[config.mk]
export PLATFORM = sky130hd
export DESIGN_NAME = spi_mem_arbiter
export DESIGN_NICKNAME = d
export VERILOG_FILES = /design/src/rtl/spi_mem_arbiter.sv
export SDC_FILE = /design/constraint.sdc
export NUM_CORES = 1
export LEC_CHECK = 0
export CORE_MARGIN = 4
export CORE_UTILIZATION = 42
export DETAILED_ROUTE_END_ITERATION = 8
export PLACE_DENSITY = 0.83
export SLEW_MARGIN = 30
export SYNTH_ARGS = -nofsm -noshare
export SYNTH_HDL_FRONTEND = slang
export SYNTH_SLANG_ARGS = --single-unit
[constraint.sdc]
create_clock -name clk -period 2.2 [get_ports clk]
set_input_delay 0.55 -clock clk [delete_from_list [all_inputs] [get_ports clk]]
set_output_delay 0.55 -clock clk [all_outputs]
set_load 0.02 [all_outputs]
[src/rtl/spi_mem_arbiter.sv]
// ============================================================================
//  Module   : spi_mem_arbiter
//  Brief    : Round-robin share of one SPI master between the fetch (ROM) and
//             data (RAM) ports, one transaction in flight, with hang timeout.
//  Revision : 1.0  initial release
// ============================================================================
`default_nettype none

module spi_mem_arbiter #(
  parameter int ADDR_W  = 16,
  parameter int DATA_W  = 8,
  parameter int TIMEOUT = 64
) (
  input  logic              clk,
  input  logic              rst_n,
  input  logic              f_req,
  input  logic [ADDR_W-1:0] f_addr,
  output logic              f_gnt,
  output logic              f_valid,
  output logic [DATA_W-1:0] f_rdata,
  input  logic              d_req,
  input  logic              d_we,
  input  logic [ADDR_W-1:0] d_addr,
  input  logic [DATA_W-1:0] d_wdata,
  output logic              d_gnt,
  output logic              d_valid,
  output logic [DATA_W-1:0] d_rdata,
  output logic              spi_start,
  output logic              spi_write,
  output logic [ADDR_W-1:0] spi_addr,
  output logic [DATA_W-1:0] spi_wdata,
  output logic              sel_ram,
  input  logic              spi_done,
  input  logic [DATA_W-1:0] spi_rdata,
  output logic              timeout_err
);

  localparam int                 c_CNT_W   = (TIMEOUT > 0) ? $clog2(TIMEOUT + 1) : 1;
  localparam logic [c_CNT_W-1:0] c_TIMEOUT = c_CNT_W'(TIMEOUT);
  localparam bit                 c_TO_EN   = (TIMEOUT != 0);

  typedef enum logic [1:0] {
    S_IDLE = 2'd0,
    S_BUSY = 2'd1,
    S_RESP = 2'd2
  } state_t;

  state_t              r_state,   w_state;
  logic                r_last_d,  w_last_d;
  logic [c_CNT_W-1:0]  r_cnt,     w_cnt;
  logic                r_f_gnt,   w_f_gnt;
  logic                r_d_gnt,   w_d_gnt;
  logic                r_f_valid, w_f_valid;
  logic                r_d_valid, w_d_valid;
  logic [DATA_W-1:0]   r_f_rdata, w_f_rdata;
  logic [DATA_W-1:0]   r_d_rdata, w_d_rdata;
  logic                r_start,   w_start;
  logic                r_write,   w_write;
  logic [ADDR_W-1:0]   r_addr,    w_addr;
  logic [DATA_W-1:0]   r_wdata,   w_wdata;
  logic                r_sel_ram, w_sel_ram;
  logic                r_to_err,  w_to_err;

  logic                w_pick_d;
  logic [c_CNT_W-1:0]  w_cnt_inc;
  logic                w_expired;

  // On a tie the port that did not win last time takes the grant.
  assign w_pick_d  = d_req && (!f_req || !r_last_d);
  assign w_cnt_inc = r_cnt + c_CNT_W'(1);
  assign w_expired = c_TO_EN && (w_cnt_inc == c_TIMEOUT);

  always_ff @(posedge clk or negedge rst_n) begin
    if (!rst_n) begin
      r_state   <= S_IDLE;
      r_last_d  <= 1'b1;
      r_cnt     <= '0;
      r_f_gnt   <= 1'b0;
      r_d_gnt   <= 1'b0;
      r_f_valid <= 1'b0;
      r_d_valid <= 1'b0;
      r_f_rdata <= '0;
      r_d_rdata <= '0;
      r_start   <= 1'b0;
      r_write   <= 1'b0;
      r_addr    <= '0;
      r_wdata   <= '0;
      r_sel_ram <= 1'b0;
      r_to_err  <= 1'b0;
    end else begin
      r_state   <= w_state;
      r_last_d  <= w_last_d;
      r_cnt     <= w_cnt;
      r_f_gnt   <= w_f_gnt;
      r_d_gnt   <= w_d_gnt;
      r_f_valid <= w_f_valid;
      r_d_valid <= w_d_valid;
      r_f_rdata <= w_f_rdata;
      r_d_rdata <= w_d_rdata;
      r_start   <= w_start;
      r_write   <= w_write;
      r_addr    <= w_addr;
      r_wdata   <= w_wdata;
      r_sel_ram <= w_sel_ram;
      r_to_err  <= w_to_err;
    end
  end

  always_comb begin
    w_state   = r_state;
    w_last_d  = r_last_d;
    w_cnt     = r_cnt;
    w_f_gnt   = 1'b0;
    w_d_gnt   = 1'b0;
    w_f_valid = 1'b0;
    w_d_valid = 1'b0;
    w_f_rdata = r_f_rdata;
    w_d_rdata = r_d_rdata;
    w_start   = 1'b0;
    w_write   = r_write;
    w_addr    = r_addr;
    w_wdata   = r_wdata;
    w_sel_ram = r_sel_ram;
    w_to_err  = 1'b0;

    case (r_state)
      S_IDLE: begin
        if (f_req || d_req) begin
          w_state   = S_BUSY;
          w_start   = 1'b1;
          w_cnt     = '0;
          w_last_d  = w_pick_d;
          w_sel_ram = w_pick_d;
          if (w_pick_d) begin
            w_d_gnt = 1'b1;
            w_write = d_we;
            w_addr  = d_addr;
            w_wdata = d_wdata;
          end else begin
            w_f_gnt = 1'b1;
            w_write = 1'b0;
            w_addr  = f_addr;
            w_wdata = '0;
          end
        end
      end

      S_BUSY: begin
        w_start = 1'b1;
        w_cnt   = w_cnt_inc;
        // A done arriving on the expiry cycle still counts as a clean finish.
        if (spi_done || w_expired) begin
          w_state  = S_RESP;
          w_start  = 1'b0;
          w_to_err = !spi_done;
          if (r_sel_ram) begin
            w_d_valid = 1'b1;
            if (!r_write) w_d_rdata = spi_done ? spi_rdata : {DATA_W{1'b1}};
          end else begin
            w_f_valid = 1'b1;
            w_f_rdata = spi_done ? spi_rdata : {DATA_W{1'b1}};
          end
        end
      end

      S_RESP: begin
        w_state = S_IDLE;
      end

      default: begin
        w_state = S_IDLE;
      end
    endcase
  end

  assign f_gnt       = r_f_gnt;
  assign d_gnt       = r_d_gnt;
  assign f_valid     = r_f_valid;
  assign d_valid     = r_d_valid;
  assign f_rdata     = r_f_rdata;
  assign d_rdata     = r_d_rdata;
  assign spi_start   = r_start;
  assign spi_write   = r_write;
  assign spi_addr    = r_addr;
  assign spi_wdata   = r_wdata;
  assign sel_ram     = r_sel_ram;
  assign timeout_err = r_to_err;

endmodule

`default_nettype wire

After elaboration in Yosys (flattened, before gate mapping):

Index checks and enable logic that the tools add are counted.

* register bits after elaboration: 58
* bits of input ports: 54
* logic and storage cells: 62

* add/sub/neg operators: 1
* eq/ne operators: 4
* mux-type cells: 26
* bitwise operators: 2
* reductions and logical operators: 14

Operators with widths (number)
* $mux W1: 17
* $mux W16: 1
* $mux W8: 2
* $pmux W7 S2: 1
* $add A7 B1 Y7 const B: 1
* $eq A7 B7 Y1 const B: 1
* $mux W7: 1
* $reduce_and A2 Y1: 3
* $mux W2: 2
* $ne A2 B2 Y1 const B: 2
* $pmux W2 S2: 1
* $reduce_and A4 Y1: 1
* $logic_not A1 Y1: 3
* $logic_or A1 B1 Y1: 3
* $reduce_and A3 Y1: 1
* $eq A2 B1 Y1 const B: 1
* $logic_not A2 Y1: 1
* $not A1 Y1: 2
* $pmux W1 S2: 1
* $reduce_bool A2 Y1: 1
* $logic_and A1 B1 Y1: 1

Depth between registers and ports, before layout:

Gate-level depths: netlist (run 1).

* depth in word-level cells: 6
* depth in mapped cells: 6
* gate-level depth less buffers: 5

Least setup slack after synthesis (run 1):

OpenSTA, ideal clock, no wires.

* path kind: flip-flop to flip-flop
* start: register r_cnt[0]
* end: register r_f_rdata[6], in the netlist f_rdata[6]
* data arrival time: 1.497 ns
* path slack: 0.638 ns
* stages on the path, launching flop included: 7
* path through: dfrtp_1 > ha_1 > nand2_1 > nor3_1 > or3b_1 > buf_6 > nand2_1

* word-level cells in the longest chain between the ends: 4

Ends and longest elaborated chain
* start: declaration: RTL line 50 `logic [c_CNT_W-1:0] r_cnt, w_cnt;`
* start signal: assignment: RTL line 93 `r_cnt <= w_cnt;`
* $add A7 B1 Y7: RTL line 70 `assign w_cnt_inc = r_cnt + c_CNT_W'(1);`
* $eq A7 B7 Y1: RTL line 71 `assign w_expired = c_TO_EN && (w_cnt_inc == c_TIMEOUT);`
* $logic_or A1 B1 Y1: RTL line 152 `if (spi_done || w_expired) begin`
* $reduce_and A3 Y1 (no line)
* end signal: assignment: RTL line 98 `r_f_rdata <= w_f_rdata;`
* end: declaration: RTL line 55 `logic [DATA_W-1:0] r_f_rdata, w_f_rdata;`

Every way passes these cells.
A chain may end at the register's enable or synchronous reset.

Final worst setup path (run 1):

* start: register r_sel_ram, in the netlist sel_ram
* end: output port sel_ram

RTL lines
* start: declaration: RTL line 61 `logic r_sel_ram, w_sel_ram;`
* start signal: assignment: RTL line 104 `r_sel_ram <= w_sel_ram;`
* end: declaration: RTL line 32 `output logic sel_ram,`

No word-level cell between the ends.

==> results of run 1 <==
## synth_stat cells, types with 3 or more instances
library cell / n
nor3_1: 3
dfrtp_1: 57
buf_2: 8
a22o_1: 10
o21ai_0: 8
a21oi_1: 3
and3_1: 5
inv_1: 16
nor2_1: 5
nand2_1: 22
a31oi_1: 3
clkbuf_1: 3
mux2i_1: 16
a222oi_1: 16
## flip-flops by register name (all words and copies together) (netlist names)
register / cells
spi_addr: 16
d_rdata: 8
f_rdata: 8
spi_wdata: 8
r_cnt: 7
r_state: 2
d_gnt: 1
d_valid: 1
f_gnt: 1
f_valid: 1
r_last_d: 1
sel_ram: 1
spi_start: 1
spi_write: 1
timeout_err: 1
## how the worst min path moves through the flow
stage	from	end	slack, ps	depth (start not counted)
after floorplan	rst_n	d_gnt	250	0
after global placement	f_rdata[6]	f_rdata[6]	470	2
after detailed placement	f_rdata[6]	f_rdata[6]	480	2
after CTS	rst_n	spi_addr[2]	200	2
after global routing	rst_n	spi_addr[2]	220	2
final	rst_n	spi_addr[1]	200	2
## report_power, final
| group | total (uW) | switching [uW] | internal [uW] | leakage [uW] |
|---|---|---|---|---|
| sequential | 1820 | 298 | 1520 | 0.000726 |
| combinational | 2440 | 1230 | 1220 | 0.000851 |
| clock | 1070 | 407 | 665 | 0.000109 |
## cell families (layout without fill, tap and decap cells)
group	count (synthesis)	in the layout	share of synthesized area
AO/OA/AOI/OAI	47	47	0.1589
adder cells (fa/ha/maj)	1	1	0.005191
buffers and inverters	30	143	0.05763
flip-flops	58	58	0.6028
multiplexers	16	16	0.06646
AND/OR/NAND/NOR	51	51	0.1090
## layer usage
layer  track usage  routed length, um
met5             0                  0
met4       0.06140                 43
met3       0.08885                688
met2        0.2748               2815
met1        0.2250               2476
## per-stage QoR
step	setup slack [ps]	std cells	util
floorplan	638.1	203	-
global placement	94.25	372	0.6351
detailed placement	32.44	372	0.6351
CTS	179.2	388	0.6746
global route	140.8	388	0.6746
finish	195.9	388	0.6746
## area by class of cell
| cell class | instances | area [um^2] | share of cell area |
|---|---|---|---|
| well taps | 72 | 90.09 | 0.02410 |
| multi-input cells | 115 | 822.0 | 0.2200 |
| clock buffers | 11 | 141.4 | 0.03783 |
| flip-flops and latches | 58 | 1453 | 0.3887 |
| inverters | 16 | 60.06 | 0.01607 |
| repair buffers | 111 | 1094 | 0.2926 |
| clock inverters | 5 | 77.57 | 0.02076 |
==> out/qor.txt, run 1 <==
Worst Path Max Fanout = 7
FF-to-FF Start = r_cnt[0]
Die Area = 7013 um^2
top_reg_cell synth = dfrtp_1
post-CTS setup buffers = 0
RSZ-0062 raised after global routing = no
Crit. path cell count = 1
layout cells sized above 1 = 0.09494
chip width = 83.75 um
Syn Inst Count = 203
status = finished clean
Max Fclk = 499.0 MHz
Final ANT Viol Nets = 0
placed cell areas = 3518 um^2
clk buf depth = 2
buffer and inverter count on the worst path = 1
Setup TNS Final = 0 ps
WL/cell = 15.53 um
Yosys warning count = 0
I/O Pins = 102
worst hold path type = primary input to async pin
total wire length = 6.024 mm
PostCTS Resize Cnt = 0
max incr delay on CP = 650 ps
most frequent cells in the layout = clkdlybuf4s50_1 (100), dfrtp_1 (57), nand2_1 (22)
Mapped Nets = 258
max-slew violation count = 0
Fin Hold WS = 200.2 ps
via count = 2,014
Netlist cell types = 34
Crit-path slowest cell = clkdlybuf4s50_1
Startpoint Class = flop
vias in the first global route = 2,105
PwrDens = 1427 nW/um^2
synthesis-to-layout area growth = 55.09%
CP required = 1650 ps
Detailed Routing Iterations Pass 1 = 7
CP startpoint = sel_ram
top cell type's share of synthesized area = 0.5919
Iteration-0 DRC Markers = 244
largest net degree at the start of global routing = 59
number of flops mapped to enable cells by yosys = 0
crit path to = sel_ram
top post-synthesis cells by area = dfrtp_1 (59%), a222oi_1 (6.6%), mux2i_1 (6.6%), a22o_1 (3.6%), nand2_1 (3.4%)
final hold violation count = 0
fill cell count = 417
CTS sink count = 58
R2R cell count = 5
global-route wire length before repair = 10.17 mm
worst-skew pair later-pin latency = 330 ps
min Tclk post-route = 2004 ps
final setup fails = 0
delay-heaviest family, CP = buffers and inverters
Total GRT Usage = 0.1809
worst path cell trace = clkdlybuf4s50_1
Die Y-Extent = 83.75 um
core footprint = 5540 um^2
cell taking the most area after synthesis = dfrtp_1
CTS Buf Count = 9
Clock Skew = 6.905 ps
crit path DAT = 1450 ps
Final Wtd Congestion = 0.7246
Slew headroom = 0.5321
Port Buffers = 101
sequential element share of the synthesized area = 0.6028
commonest non-fill, non-tap cell in the layout = clkdlybuf4s50_1
Worst Max-Slew Pin Slew = 701.8 ps
maxcap violations = 0
Tcrit/Tclk final = 0.9109
synthesized area = 2410 um^2
CTS tree = done
H-tree depth reported by CTS = 3
Clock Pin Slew Worst Setup and Hold Paths = 70 ps
initial antenna violation count = 0
dpl hpwl = 4.457 mm
Avg Vias per Cell = 5.191
#FFs+latches synth = 58
LEAKAGE = 0.001686 uW
row cnt = 27
Final Cell Area = 3737 um^2
# DRC = 0
FF-to-FF setup slack = 390 ps
Crit Path Category = flop to output pin
asr flop ratio synth = 1.000
R2R Path End = f_rdata[2]
n_diodes = 0
crit end category = output pin
post-cts hold buffer count = 0
gr ovfl total = 0
Tot Pwr = 5335 uW
Worst VDD drop = 876.1 uV
Layout Nets = 366
syn avg cell area = 11.87 um^2
Initial Utilization = 0.4350
Root Buffer = clkbuf_8
Power figures use the tool's default switching activity.
==> run 2: changes to the inputs <==
- CAP_MARGIN: not set -> 10
==> results of run 2 <==
Same layout as run 1: the final DEF is identical, and so are final timing and power.
==> run 3: changes to the inputs <==
- CELL_PAD_IN_SITES_DETAIL_PLACEMENT: not set -> 1
- CELL_PAD_IN_SITES_GLOBAL_PLACEMENT: not set -> 1
- CORE_UTILIZATION: 42 -> 32
==> out/qor.txt, run 3 (same netlist as run 1, synthesis figures left out) <==
clk buf depth = 2 (unchanged)
clock power share = 0.243 (+0.042)
Sw Pwr = 2017 uW (+4.4%)
total wire length = 7.338 mm (+22%)
Worst Path Max Fanout = 7 (unchanged)
Clock Skew = 7.042 ps (+0.1374 ps)
Seq pwr share = 0.321 (-0.020)
RSZ-0062 raised after global routing = no
CTS tree = done
Tcrit/Tclk final = 0.9250 (+0.01407)
gr ovfl total = 0 (unchanged)
FF+latch area = 1453 um^2 (unchanged)
# DRC = 0 (unchanged)
CP required = 1650 ps (about the same)
commonest non-fill, non-tap cell in the layout = clkdlybuf4s50_1
pre-CTS setup slack = -23.97 ps (-56.41 ps)
Tot Pwr = 5721 uW (+7.2%)
Slew headroom = 0.4879 (-0.04425)
global-route wire length before repair = 11.95 mm (+18%)
PostCTS Resize Cnt = 0 (unchanged)
layout cells sized above 1 = 0.1041 (+0.009164)
Fin Hold WS = 236.0 ps (+35.82 ps)
H-tree depth reported by CTS = 3 (unchanged)
vias in the first global route = 2,339 (+11%)
final setup fails = 0 (unchanged)
final core utilization = 0.5280 (-0.1466)
Die Y-Extent = 94.78 um (+13%)
worst hold path type = primary input to async pin
combinational power share = 0.436 (-0.022)
Die Area = 8983 um^2 (+28%)
Crit-path slowest cell = clkdlybuf4s50_1
n_diodes = 0 (unchanged)
worst setup margin = 165.0 ps (-30.96 ps)
Total GRT Usage = 0.1750 (-0.005899)
area occupied by multi-input gates = 827.0 um^2 (+0.61%)
final hold violation count = 0 (unchanged)
CTS sink count = 58 (unchanged)
post-CTS setup buffers = 0 (unchanged)
Root Buffer = clkbuf_8
final instance count without filler cells = 416 (+7.2%)
Crit Path Category = flop to output pin
Clock Pin Slew Worst Setup and Hold Paths = 70 ps (about the same)
status = finished clean
I/O Pins = 102 (unchanged)
switching share of power = 0.3526 (-0.009694)
Initial Utilization = 0.3305 (-0.1045)
worst-skew pair later-pin latency = 330 ps (about the same)
Layout Nets = 367 (+0.27%)
chip width = 94.78 um (+13%)
Worst Max-Slew Pin Slew = 768.2 ps (+66.38 ps)
row cnt = 31 (+15%)
initial antenna violation count = 0 (unchanged)
placed insts = 400 (+7.5%)
Final Wtd Congestion = 0.7864 (+8.5%)
synthesis-to-layout area growth = 59.76%
post-cts hold buffer count = 0 (unchanged)
crit end category = output pin
delay-heaviest family, CP = buffers and inverters
core footprint = 7292 um^2 (+32%)
Avg Vias per Cell = 5.048 (-2.7%)
Startpoint Class = flop
buffer and inverter count on the worst path = 1 (unchanged)
dpl hpwl = 5.340 mm (+20%)
fill cell count = 791 (+90%)
min Tclk post-route = 2035 ps (+30.96 ps)
max incr delay on CP = 670 ps (+20 ps)
largest net degree at the start of global routing = 34 (-42%)
Final ANT Viol Nets = 0 (unchanged)
WL/cell = 17.64 um (+14%)
via count = 2,100 (+4.3%)
crit path DAT = 1490 ps (+40 ps)
PwrDens = 1486 nW/um^2 (+4.1%)
max FFs per register = 16 (unchanged)
most frequent cells in the layout = clkdlybuf4s50_1 (100), dfrtp_1 (57), nand2_1 (22)
CTS Buf Count = 9 (unchanged)
maxcap violations = 0 (unchanged)
Detailed Routing Iterations Pass 1 = 6 (-1)
max-slew violation count = 0 (unchanged)
worst path cell trace = clkdlybuf4s50_1
Iteration-0 DRC Markers = 99 (-59%)
LEAKAGE = 0.001726 uW (+2.4%)
Port Buffers = 101 (unchanged)
Worst VDD drop = 662.8 uV (-24%)
Pint = 3703 uW (+8.9%)
Max Fclk = 491.4 MHz (-1.5%)
[run 3: cell count changes in the layout (fill, tap and decap cells not counted), sizes merged]
cell	change
bufinv	+2
clkinv	-2
buf	+1
clkbuf	+1
clkinvlp	-1
[run 3: worst paths after layout]
check / from / to / slack (ps) / cells after the start
setup reg to reg: r_cnt[0] / f_rdata[6] / 320 / 5
max in group asynchronous: rst_n / r_cnt[3] / 1370 / 2
hold / removal: rst_n / spi_addr[1] / 240 / 1
hold reg to reg: d_rdata[7] / d_rdata[7] / 490 / 2
min in group clk: d_rdata[7] / d_rdata[7] / 490 / 2
setup / recovery: sel_ram / sel_ram / 160 / 1
[run 3: layout make-up]
cell class / count / area share
multi-input combinational: 115 / 0.2148
tap: 99 / 0.03217
inverter: 16 / 0.01560
timing repair buffer: 112 / 0.2860
sequential: 58 / 0.3773
clock buffer: 12 / 0.04290
clock inverter: 4 / 0.03120
[run 3: routing by layer]
| metal | GRT usage | wire [um] | part of all wire | vias up |
|---|---|---|---|---|
| li1 | - | - | - | 955 |
| met1 | 0.2031 | 2967 | 0.40 | 1050 |
| met2 | 0.2901 | 3632 | 0.49 | 90 |
| met3 | 0.08048 | 670 | 0.091 | 5 |
| met4 | 0.05048 | 67 | 0.0091 | 0 |
| met5 | 0 | 0 | 0 | - |
[run 3: through the flow]
step                setup TNS (ps)  area, um^2
floorplan                        0        2410
global placement                 0        3565
detailed placement          -91.17        3565
CTS                              0        3850
global route                     0        3850
finish                           0        3850
[run 3: power groups by stage]
stage / Sequential [uW] / Combinational (uW) / Clock [uW]
2_1_floorplan: 2260 / 846 / 0
3_3_place_gp: 1820 / 2440 / 0
3_5_place_dp: 1840 / 2520 / 0
4_1_cts: 1830 / 2530 / 1420
5_1_grt: 1900 / 2690 / 1470
6_report: 1840 / 2500 / 1390
